[src/rtl/fifo_param.sv]
// Parametrised single-clock FIFO with count-based full/empty flags,
// run-time almost-full/almost-empty thresholds and overflow/underflow pulses.
module fifo_param #(
  parameter int DATA_WIDTH = 6,
  parameter int ADDR_WIDTH = 3
) (
  input  logic                  clk,
  input  logic                  reset_L,
  input  logic                  push,
  input  logic                  pop,
  input  logic [DATA_WIDTH-1:0] data_in,
  input  logic [ADDR_WIDTH:0]   umb_almost_full,
  input  logic [ADDR_WIDTH:0]   umb_almost_empty,
  output logic [DATA_WIDTH-1:0] data_out,
  output logic                  valid,
  output logic                  fifo_full,
  output logic                  fifo_empty,
  output logic                  almost_full,
  output logic                  almost_empty,
  output logic [ADDR_WIDTH:0]   data_count,
  output logic                  overflow,
  output logic                  underflow
);

  localparam int DEPTH = 2 ** ADDR_WIDTH;
  localparam logic [ADDR_WIDTH:0]   DEPTH_C   = (ADDR_WIDTH + 1)'(DEPTH);
  localparam logic [ADDR_WIDTH:0]   CNT_ONE_C = (ADDR_WIDTH + 1)'(1);
  localparam logic [ADDR_WIDTH-1:0] PTR_ONE_C = ADDR_WIDTH'(1);

  logic [DATA_WIDTH-1:0] mem_r [DEPTH];
  logic [ADDR_WIDTH-1:0] wr_ptr_r;
  logic [ADDR_WIDTH-1:0] rd_ptr_r;
  logic                  push_ok_s;
  logic                  pop_ok_s;
  logic [ADDR_WIDTH:0]   count_next_s;

  // Acceptance uses registered state; a full FIFO may take a push only when a pop frees the head slot.
  always_comb begin
    push_ok_s    = push & (~fifo_full | pop);
    pop_ok_s     = pop & ~fifo_empty;
    count_next_s = data_count;
    case ({push_ok_s, pop_ok_s})
      2'b10:   count_next_s = data_count + CNT_ONE_C;
      2'b01:   count_next_s = data_count - CNT_ONE_C;
      default: count_next_s = data_count;
    endcase
  end

  // Storage array; deliberately not reset.
  always_ff @(posedge clk) begin
    if (push_ok_s) begin
      mem_r[wr_ptr_r] <= data_in;
    end
  end

  // Pointers, counter, read port, error pulses and status flags.
  always_ff @(posedge clk or negedge reset_L) begin
    if (!reset_L) begin
      wr_ptr_r     <= '0;
      rd_ptr_r     <= '0;
      data_count   <= '0;
      data_out     <= '0;
      valid        <= 1'b0;
      overflow     <= 1'b0;
      underflow    <= 1'b0;
      fifo_full    <= 1'b0;
      fifo_empty   <= 1'b1;
      almost_full  <= 1'b0;
      almost_empty <= 1'b1;
    end else begin
      if (push_ok_s) begin
        wr_ptr_r <= wr_ptr_r + PTR_ONE_C;
      end
      // Old head is read here even when the same slot is rewritten this edge.
      if (pop_ok_s) begin
        data_out <= mem_r[rd_ptr_r];
        rd_ptr_r <= rd_ptr_r + PTR_ONE_C;
      end
      valid        <= pop_ok_s;
      overflow     <= push & ~push_ok_s;
      underflow    <= pop & ~pop_ok_s;
      data_count   <= count_next_s;
      fifo_full    <= (count_next_s == DEPTH_C);
      fifo_empty   <= (count_next_s == '0);
      almost_full  <= (count_next_s >= umb_almost_full);
      almost_empty <= (count_next_s <= umb_almost_empty);
    end
  end

endmodule

[config.mk]
export PLATFORM = sky130hd
export DESIGN_NAME = fifo_param
export DESIGN_NICKNAME = d
export VERILOG_FILES = /design/src/rtl/fifo_param.sv
export SDC_FILE = /design/constraint.sdc
export NUM_CORES = 1
export LEC_CHECK = 0
export ABC_AREA = 1
export BUFFER_PORTS_ARGS = -buffer_cell sky130_fd_sc_hd__buf_4
export CORE_MARGIN = 3
export CORE_UTILIZATION = 55
export CTS_CLUSTER_SIZE = 14
export DETAILED_ROUTE_END_ITERATION = 12
export GPL_TIMING_DRIVEN = 0
export PLACE_DENSITY = 0.76
export SYNTH_ARGS = -nofsm -noshare
export SYNTH_HDL_FRONTEND = slang
export SYNTH_SLANG_ARGS = --single-unit
[constraint.sdc]
create_clock -name clk -period 3.09 [get_ports clk]
set_input_delay 0.1545 -clock clk [delete_from_list [all_inputs] [get_ports clk]]
set_output_delay 0.1545 -clock clk [all_outputs]
set_load 0.01 [all_outputs]
==> results.ini, run 1 <==
[outcome]
outcome = finished clean

[drt]
drc_errors = 0
vias = 2144
drt_iter0_drc = 153
postRouteAntennaNets = 0
wirelength_mm = 6.47
drt_pass1_iterations = 4
drt-vias-per-instance = 5.41
wl_per_cell_um = 16.3

[setup_path]
cp.required_ns = 3.36
worstPathMaxFanout = 11
timing.rr.start = fifo_empty
rr_worst_depth = 15
critPathTopFamily = adder cells
end_kind = register
criticalPathCategory = reg -> reg
cp_slowest_cell = dfstp_2
r2r_end = almost_empty
slowest_delay_ns = 0.54
crit_arrival_ns = 3.03
ff2ff_setup_slack_ns = 0.33
critPathLaunchType = register
critical_path_buf_inv_count = 4
cpMostUsedCell = nand2_1
cp_cell_sequence = inv_1, nand2_2, inv_1, buf_2, ha_2, xor2_2, ha_1, nand2_1, nand2_1, ha_1, inv_1, o21bai_1, nand4_1, nand2_1, nand2_1

[place]
gp_congestion = 0.799
port_buffers = 34
pre_cts_ws_ns = 0.160
detailed_place.area_mm2 = 0.00343
dpl.hpwl_mm = 4.53

[power]
powerDensity_mw_per_mm2 = 965
power.internal_uw = 2210
ir_drop_v = 0.000446
pwr-share-comb_pct = 38.3
clkPwrFrac_pct = 21.7
leakage_uw = 0.00155
switching_share_pct = 37.3
finalPower_uw = 3520
p_switching_uw = 1310
seqPwrFrac_pct = 40.0

[clock_network]
clkTransAtPathRegs_ns = 0.07
cts_buffers = 9
htree_levels = 3
cts_sinks = 71
clock_path_buffers = 2
tritoncts = yes
worstSkewPairLatency_ns = 0.34
clock-root-buffer = clkbuf_8

[floorplanning]
num_rows = 26
start_util_pct = 58.6
core_region_area_mm2 = 0.00527
die_height_um = 80.9
io_pins = 35
die_x_um = 80.9
die_area_mm2 = 0.00655

[timing]
finalClockSkew_ns = 0.00624
finalHoldViolCount = 0
finalSetupViolCount = 0
period_share_pct = 89.2
rsz0062_at_grt = no
fin_setup_tns_ns = 0
worst_pin_slew_ns = 0.690
slew_violations = 0
fmax_mhz = 363
fin_ws_ns = 0.333
slew_headroom_pct = 53.8
fin_crit_ns = 2.76

[logic_synthesis]
syn_nets = 302
syn_inst = 275
synth.distinct_cells = 24
avgSynthCellArea_um2 = 11.2
synth_seq_area_share_pct = 65.4
synth_warnings = 0
yosys_register_bits = 71
synth_top_cells_by_area = edfxtp_1 (47%), dfrtp_1 (17%), nand2_1 (6.1%)
synth.top_cell.area_share_pct = 46.7
yosysTopAreaCell = edfxtp_1
syn_area_mm2 = 0.00309

[grt]
grt_max_degree = 24
grt_pass1_wl_mm = 10.4
antenna_found_initial = 0
grt_overflow = 0
first_global_vias = 2220
grt_usage_pct = 22.1

[flow_run]
max-cap-violations = 0

[min_path]
hold_class = in -> reg
holdPathEnd = underflow
min_path_cells = 3
hp-start = pop

[layout]
area_growth_pct = 18.1
final_area_mm2 = 0.00365
diodes = 0
fin_nets = 348
drive_above_1_share_pct = 19.0

## how the worst max path moves through the flow
stage | start | to | cells after the start
3_3_place_gp | fifo_empty | almost_empty | 15
2_1_floorplan | fifo_empty | almost_empty | 15
6_report | fifo_empty | almost_empty | 15
3_5_place_dp | fifo_empty | almost_empty | 15
5_1_grt | fifo_empty | almost_empty | 15
4_1_cts | fifo_empty | almost_empty | 15
## sequential cells by signal, indices dropped and copies added (netlist names), 3 cells and up
| register | flops |
|---|---|
| mem_r | 48 |
| data_out | 6 |
| rd_ptr_r | 3 |
| wr_ptr_r | 3 |
| data_count | 4 |
## stage by stage
step           cells  hold slack [ns]  utilization (%)
5_1_grt          396           0.0420             69.3
3_3_place_gp     379           0.0627             65.1
3_5_place_dp     379           0.0671             65.1
6_report         396           0.0307             69.3
2_1_floorplan    275           -0.141                -
4_1_cts          396           0.0140             69.2
## per-layer routing
layer  vias up  wire, um  track usage (%)
met5         -         0                0
met4         0       197             14.4
met3        17       427             4.43
met2        61      3220             36.5
met1      1025      2620             26.3
li1       1041         -                -
## cells by family (layout without fill, tap and decap cells)
logic type | Yosys count | in the layout | share of synthesized area, %
compound gates | 42 | 42 | 8.46
xor+xnor | 6 | 6 | 1.94
fa+ha+maj | 9 | 9 | 3.65
buf+inv | 35 | 86 | 4.37
flops | 71 | 71 | 65.4
simple gates | 112 | 112 | 16.2
## what timing repair did
item	CTS	global route
setup buffers	0	0
gates resized for setup	0	2
endpoints found under the setup margin	0	1
endpoints found under the hold margin	23	0
hold buffers	1	0
## worst min-delay path, cell delays in order
cell and delay, ns:
buf_4 0.10, nand2_1 0.04, inv_1 0.04
## power by group through the flow
stage                     combinational (uW)  sequential (uW)  clock, uW
after floorplan                          845             1440          0
final                                   1350             1410        766
after global routing                    1540             1430        812
after global placement                  1280             1420          0
after CTS                               1360             1410        774
after detailed placement                1340             1420          0
## cell usage in the layout, fill, tap and decap left out
master,count
nand2_1,49
edfxtp_1,48
nor2_1,35
buf_4,34
inv_1,28
o21ai_0,27
dfrtp_1,21
nand3_1,13
o221ai_1,12
clkbuf_8,9
ha_1,8
clkbuf_1,5
nand4_1,4
nand3_2,4
clkinv_1,4
nand2_2,3
buf_2,3
xor2_1,3
xnor2_1,2
nand3b_1,2
dfstp_2,2
bufinv_16,2
a21oi_2,1
xor2_2,1
nand3_4,1
or2_2,1
a21oi_1,1
o21bai_1,1
ha_2,1
dlygate4sd3_1,1
## cell usage after synthesis
master / count
nand2_1: 50
edfxtp_1: 48
nor2_1: 35
inv_1: 28
o21ai_0: 27
dfrtp_1: 21
nand3_1: 13
o221ai_1: 12
ha_1: 9
clkbuf_1: 4
nand3_2: 4
nand4_1: 4
buf_2: 3
xor2_1: 3
dfstp_2: 2
nand2_2: 2
nand3b_1: 2
xnor2_1: 2
a21oi_1: 1
a21oi_2: 1
nand3_4: 1
o21bai_1: 1
or2_2: 1
xor2_2: 1
## cell type report
| type | instances | area, um2 |
|---|---|---|
| plain buffers | 7 | 30.0 |
| inverters | 28 | 105 |
| clock buffers | 10 | 128 |
| multi-input cells | 169 | 940 |
| flip-flops and latches | 71 | 2020 |
| repair buffers | 35 | 265 |
| fillers | 383 | 1620 |
| clock inverters | 6 | 75.1 |
| well taps | 70 | 87.6 |
No activity file was read; power rests on OpenSTA's default activity.
==> run 2, diff against run 1 <==
--- a/config.mk
+++ b/config.mk
@@ -13,6 +13,7 @@
 export DETAILED_ROUTE_END_ITERATION = 12
 export GPL_TIMING_DRIVEN = 0
 export PLACE_DENSITY = 0.76
+export RECOVER_POWER = 100
 export SYNTH_ARGS = -nofsm -noshare
 export SYNTH_HDL_FRONTEND = slang
 export SYNTH_SLANG_ARGS = --single-unit
==> results.ini, run 2 (synthesized netlist as in run 1, its figures left out) <==
[timing]
slew_violations = 0
fin_setup_tns_ns = 0
fin_crit_ns = 2.76
fmax_mhz = 362
finalClockSkew_ns = 0.00591
finalSetupViolCount = 0
slew_headroom_pct = 16.7
rsz0062_at_grt = no
worst_pin_slew_ns = 1.25
finalHoldViolCount = 0
period_share_pct = 89.3

[layout]
fin_nets = 348
multi_input_area_um2 = 936
top_register = mem_r
seq_area_mm2 = 0.00202
instances_no_fill = 396
final_common_cell = nand2_1
mostFrequentLayoutCells = nand2_1 (49), edfxtp_1 (48), nor2_1 (35), clkbuf_1 (30), inv_1 (28)
reg_top3 = mem_r: 48 flops, data_out: 6 flops, data_count: 4 flops
fillers = 408
drive_above_1_share_pct = 10.7
area_growth_pct = 15.1
diodes = 0
largest_reg_flops = 48

[setup_path]
end_kind = register
path_depth = 15
critical_path_buf_inv_count = 4
cp_slowest_cell = dfstp_1
cpMostUsedCell = nand2_1
worstPathMaxFanout = 11
rr_worst_depth = 15
slowest_delay_ns = 0.54
cp_cell_sequence = inv_1, nand2_2, inv_1, buf_2, ha_2, xor2_2, ha_1, nand2_1, nand2_1, ha_1, inv_1, o21bai_1, nand4_1, nand2_1, nand2_1
criticalPathCategory = reg -> reg
critPathLaunchType = register
critPathTopFamily = adder cells
cp.required_ns = 3.36
crit_arrival_ns = 3.03

[grt]
grt_overflow = 0
grt_usage_pct = 22.1
use_met1_pct = 26.3
use_met2_pct = 36.5
grt-busiest-layer = met2
first_global_vias = 2220
grt_max_degree = 24
antenna_found_initial = 0
grt_pass1_wl_mm = 10.4
met3_usage_pct = 4.43

[floorplanning]
start_util_pct = 58.6
io_pins = 35
die_x_um = 80.9
die_height_um = 80.9
num_rows = 26
core_region_area_mm2 = 0.00527
die_area_mm2 = 0.00655

[clock_network]
worstSkewPairLatency_ns = 0.34
cts_buffers = 9
tritoncts = yes
clkTransAtPathRegs_ns = 0.07
clock-root-buffer = clkbuf_8
htree_levels = 3
cts_sinks = 71
post_cts_buffers = 0
clock_path_buffers = 2

[place]
dpl.hpwl_mm = 4.53
gp_congestion = 0.799
dp.cells = 379
port_buffers = 34

[power]
leakage_uw = 0.00146
powerDensity_mw_per_mm2 = 967
ir_drop_v = 0.000430

[outcome]
outcome = finished clean

[min_path]
hold_class = in -> reg
min_path_cells = 3

[drt]
drt-vias-per-instance = 5.52
drt_pass1_iterations = 6
wl_per_cell_um = 16.4
vias = 2184
drc_errors = 0
postRouteAntennaNets = 0
wirelength_mm = 6.48
drt_iter0_drc = 127

[flow_run]
max-cap-violations = 0

run 2: cell count changes in the layout (fill, tap and decap cells not counted):
cell      before  now
a21oi_2        1    0
dfstp_1        0    1
buf_4         34   10
clkbuf_1       5   30
a21oi_1        1    2
buf_2          3    2
dfstp_2        2    1
run 2: through the flow:
step	total power [uW]	area (um2)	util [%]	setup slack (ns)	hold WS, ns
finish	3440	3550	67.5	0.330	0.0317
global route	3700	3550	67.5	0.0274	0.0424
CTS	3540	3640	69.2	0.142	0.0140
detailed placement	2760	3430	65.1	0.160	0.0671
global placement	2700	3430	65.1	0.273	0.0627
floorplan	2280	3090	-	0.499	-0.141
run 2: timing repair:
item,4_1_cts,5_1_grt
gates resized for setup,0,2
endpoints found under the hold margin,23,0
hold buffers,1,0
endpoints found under the setup margin,0,1
run 2: worst register-to-register path, cell delays in order, from the launching register on:
cell and delay (ns):
dfstp_1 0.54, inv_1 0.07, nand2_2 0.15, inv_1 0.08, buf_2 0.21, ha_2 0.26, xor2_2 0.19, ha_1 0.28
nand2_1 0.06, nand2_1 0.13, ha_1 0.33, inv_1 0.04, o21bai_1 0.13, nand4_1 0.12, nand2_1 0.07, nand2_1 0.04
run 2: metal layers:
layer / share of wire (%) / wire, um / vias to the layer above
li1: - / - / 1042
met2: 50 / 3210 / 76
met4: 4.3 / 277 / 0
met5: 0 / 0 / -
met1: 40 / 2600 / 1039
met3: 5.9 / 384 / 27
run 2: layout make-up:
class | instances | share of cell area [%]
multi-input cells | 169 | 26.3
plain buffers | 7 | 0.810
clock inverters | 6 | 2.11
inverters | 28 | 2.96
clock buffers | 10 | 3.59
repair buffers | 35 | 4.93
well taps | 70 | 2.46
flip-flops and latches | 71 | 56.8
run 2: final timing paths:
| path | slack [ns] | from | end |
|---|---|---|---|
| hold / removal | 0.03 | pop | underflow |
| setup reg to reg | 0.33 | fifo_empty | almost_empty |
| hold reg to reg | 0.48 | data_out[2] | data_out[2] |
| setup / recovery | 0.33 | fifo_empty | almost_empty |
| min in group asynchronous | 0.61 | reset_L | overflow |
| max in group asynchronous | 1.74 | reset_L | wr_ptr_r[0] |
run 2: where the power goes:
part	internal, uW	switching [uW]	total [uW]
Clock	444	321	765
Combinational	423	847	1270
Sequential	1260	141	1400
==> run 3, diff against run 2 <==
--- a/config.mk
+++ b/config.mk
@@ -5,7 +5,6 @@
 export SDC_FILE = /design/constraint.sdc
 export NUM_CORES = 1
 export LEC_CHECK = 0
-export ABC_AREA = 1
 export BUFFER_PORTS_ARGS = -buffer_cell sky130_fd_sc_hd__buf_4
 export CORE_MARGIN = 3
 export CORE_UTILIZATION = 55
@@ -14,6 +13,7 @@
 export GPL_TIMING_DRIVEN = 0
 export PLACE_DENSITY = 0.76
 export RECOVER_POWER = 100
+export SETUP_SLACK_MARGIN = 0.02
 export SYNTH_ARGS = -nofsm -noshare
 export SYNTH_HDL_FRONTEND = slang
 export SYNTH_SLANG_ARGS = --single-unit
==> results.ini, run 3 <==
[clock_network]
clkTransAtPathRegs_ns = 0.07
htree_levels = 3
tritoncts = yes
cts_buffers = 9
clock_path_buffers = 2
cts_sinks = 71
clock-root-buffer = clkbuf_8
worstSkewPairLatency_ns = 0.34

[layout]
diodes = 0
drive_above_1_share_pct = 18.4
area_growth_pct = 15.5
top_register = mem_r
mostFrequentLayoutCells = edfxtp_1 (48), clkbuf_1 (28), dfrtp_1 (21), nand2_1 (15), mux4_2 (12)
reg_top3 = mem_r: 48 flops, data_out: 6 flops, data_count: 4 flops
final_common_cell = edfxtp_1
utilization_pct = 66.9
fin_nets = 261
largest_reg_flops = 48

[place]
port_buffers = 34
gp_congestion = 0.763
dpl.hpwl_mm = 3.61

[timing]
slew_violations = 0
period_share_pct = 94.8
finalHoldViolCount = 0
fin_crit_ns = 2.93
holdWs_ns = 0.0818
finalClockSkew_ns = 0.00754
fmax_mhz = 341
finalSetupViolCount = 0
worst_pin_slew_ns = 1.24
rsz0062_at_grt = no
slew_headroom_pct = 17.6

[grt]
grt_pass1_wl_mm = 8.35
antenna_found_initial = 0
grt_usage_pct = 18.3
grt_overflow = 0
first_global_vias = 1621
grt_max_degree = 24

[drt]
postRouteAntennaNets = 0
drt-vias-per-instance = 5.40
vias = 1670
drc_errors = 0
wirelength_mm = 5.11
drt_pass1_iterations = 4
wl_per_cell_um = 16.5
drt_iter0_drc = 97

[logic_synthesis]
yosys_register_bits = 71
yosysTopAreaCell = edfxtp_1
syn_area_mm2 = 0.00300
synth.distinct_cells = 38
synth_warnings = 0
ys.flop_type = edfxtp_1
synth.top_cell.area_share_pct = 48.1
synth_top_cells_by_area = edfxtp_1 (48%), dfrtp_1 (18%), mux4_2 (9.0%)
ys_top_cells_by_count = edfxtp_1 (48), dfrtp_1 (21), nand2_1 (15), mux4_2 (12)
syn_inst = 189
async_flop_share_pct = 32.4
synth_enable_flop_cells = 48
avgSynthCellArea_um2 = 15.8
synth_seq_area_share_pct = 67.4
synth.most_common_cell = edfxtp_1
syn_nets = 216

[flow_run]
max-cap-violations = 0

[min_path]
hold_class = in -> reg

[floorplanning]
die_area_mm2 = 0.00637
start_util_pct = 57.9
die_height_um = 79.8
num_rows = 26
core_region_area_mm2 = 0.00517
die_x_um = 79.8
io_pins = 35

[power]
pwr-share-comb_pct = 34.5
leakage_uw = 0.00130
switching_share_pct = 33.0
p_switching_uw = 1070
power.internal_uw = 2160
seqPwrFrac_pct = 43.6
clkPwrFrac_pct = 21.9
ir_drop_v = 0.000425
powerDensity_mw_per_mm2 = 933

[setup_path]
worstPathMaxFanout = 9
criticalPathCategory = reg -> reg
end_kind = register
cp.required_ns = 3.31
crit_arrival_ns = 3.15
critPathLaunchType = register

[outcome]
outcome = finished clean

==> run 3: power by group through the flow <==
stage               Clock, uW  Sequential, uW  Combinational (uW)
floorplan                   0            1440                 784
CTS                       722            1410                1200
global placement            0            1420                1150
global route              770            1430                1230
detailed placement          0            1430                1190
finish                    705            1410                1110
==> run 3: layout make-up <==
class,instances,area (um2)
clock inverters,6,61.3
inverters,10,37.5
flip-flops and latches,71,2020
plain buffers,4,15.0
clock buffers,10,128
well taps,70,87.6
fillers,368,1710
multi-input cells,102,927
repair buffers,36,183
==> run 3: routing by layer <==
| metal | GRT usage [%] | up-vias | share of wire, % |
|---|---|---|---|
| li1 | - | 793 | - |
| met1 | 25.9 | 836 | 49 |
| met2 | 26.4 | 34 | 46 |
| met3 | 5.76 | 7 | 3.9 |
| met4 | 8.11 | 0 | 1.3 |
| met5 | 0 | - | 0 |
==> run 3: what timing repair did <==
| action | 4_1_cts | 5_1_grt |
|---|---|---|
| setup endpoints to repair | 2 | 2 |
| gates resized for setup | 2 | 3 |
| hold buffers | 1 | 0 |
| endpoints found under the hold margin | 23 | 0 |
| buffers inserted | 1 | 0 |
==> run 3: path summary, 6_finish.rpt <==
kind / startpoint / end / slack, ns / cells after the start
setup / recovery: fifo_empty / almost_full / 0.16 / 10
hold / removal: push / overflow / 0.08 / 3
setup reg to reg: fifo_empty / almost_full / 0.16 / 10
hold reg to reg: data_out[1] / data_out[1] / 0.49 / 2
max in group asynchronous: reset_L / wr_ptr_r[2] / 1.76 / 2
min in group asynchronous: reset_L / rd_ptr_r[0] / 0.60 / 2
==> run 3: worst max-delay path, stage by stage (launching register included) <==
cell	delay, ns
dfstp_1	0.53
nand2b_4	0.15
inv_1	0.08
ha_2	0.24
xor2_1	0.17
ha_1	0.28
mux2_4	0.30
ha_1	0.27
a21o_1	0.17
maj3_2	0.31
maj3_2	0.30
==> run 3: cell families after synthesis <==
kind of cell / Yosys count / synth area share [%]
simple gates: 46 / 8.02
xor+xnor: 7 / 2.05
flops: 71 / 67.4
buf+inv: 16 / 2.09
mux: 22 / 12.4
compound gates: 15 / 3.13
fa+ha+maj: 12 / 4.85
==> run 3: metrics by stage <==
stage	setup WS, ns	std cells	TNS, ns	cell area, um2	total power (uW)
final	0.159	309	0	3460	3230
after global routing	0.0491	309	0	3460	3440
after CTS	0.0379	311	0	3550	3330
after detailed placement	-0.113	293	-0.119	3340	2620
after global placement	-0.0879	293	-0.0879	3340	2570
after floorplan	0.0726	189	0	3000	2220
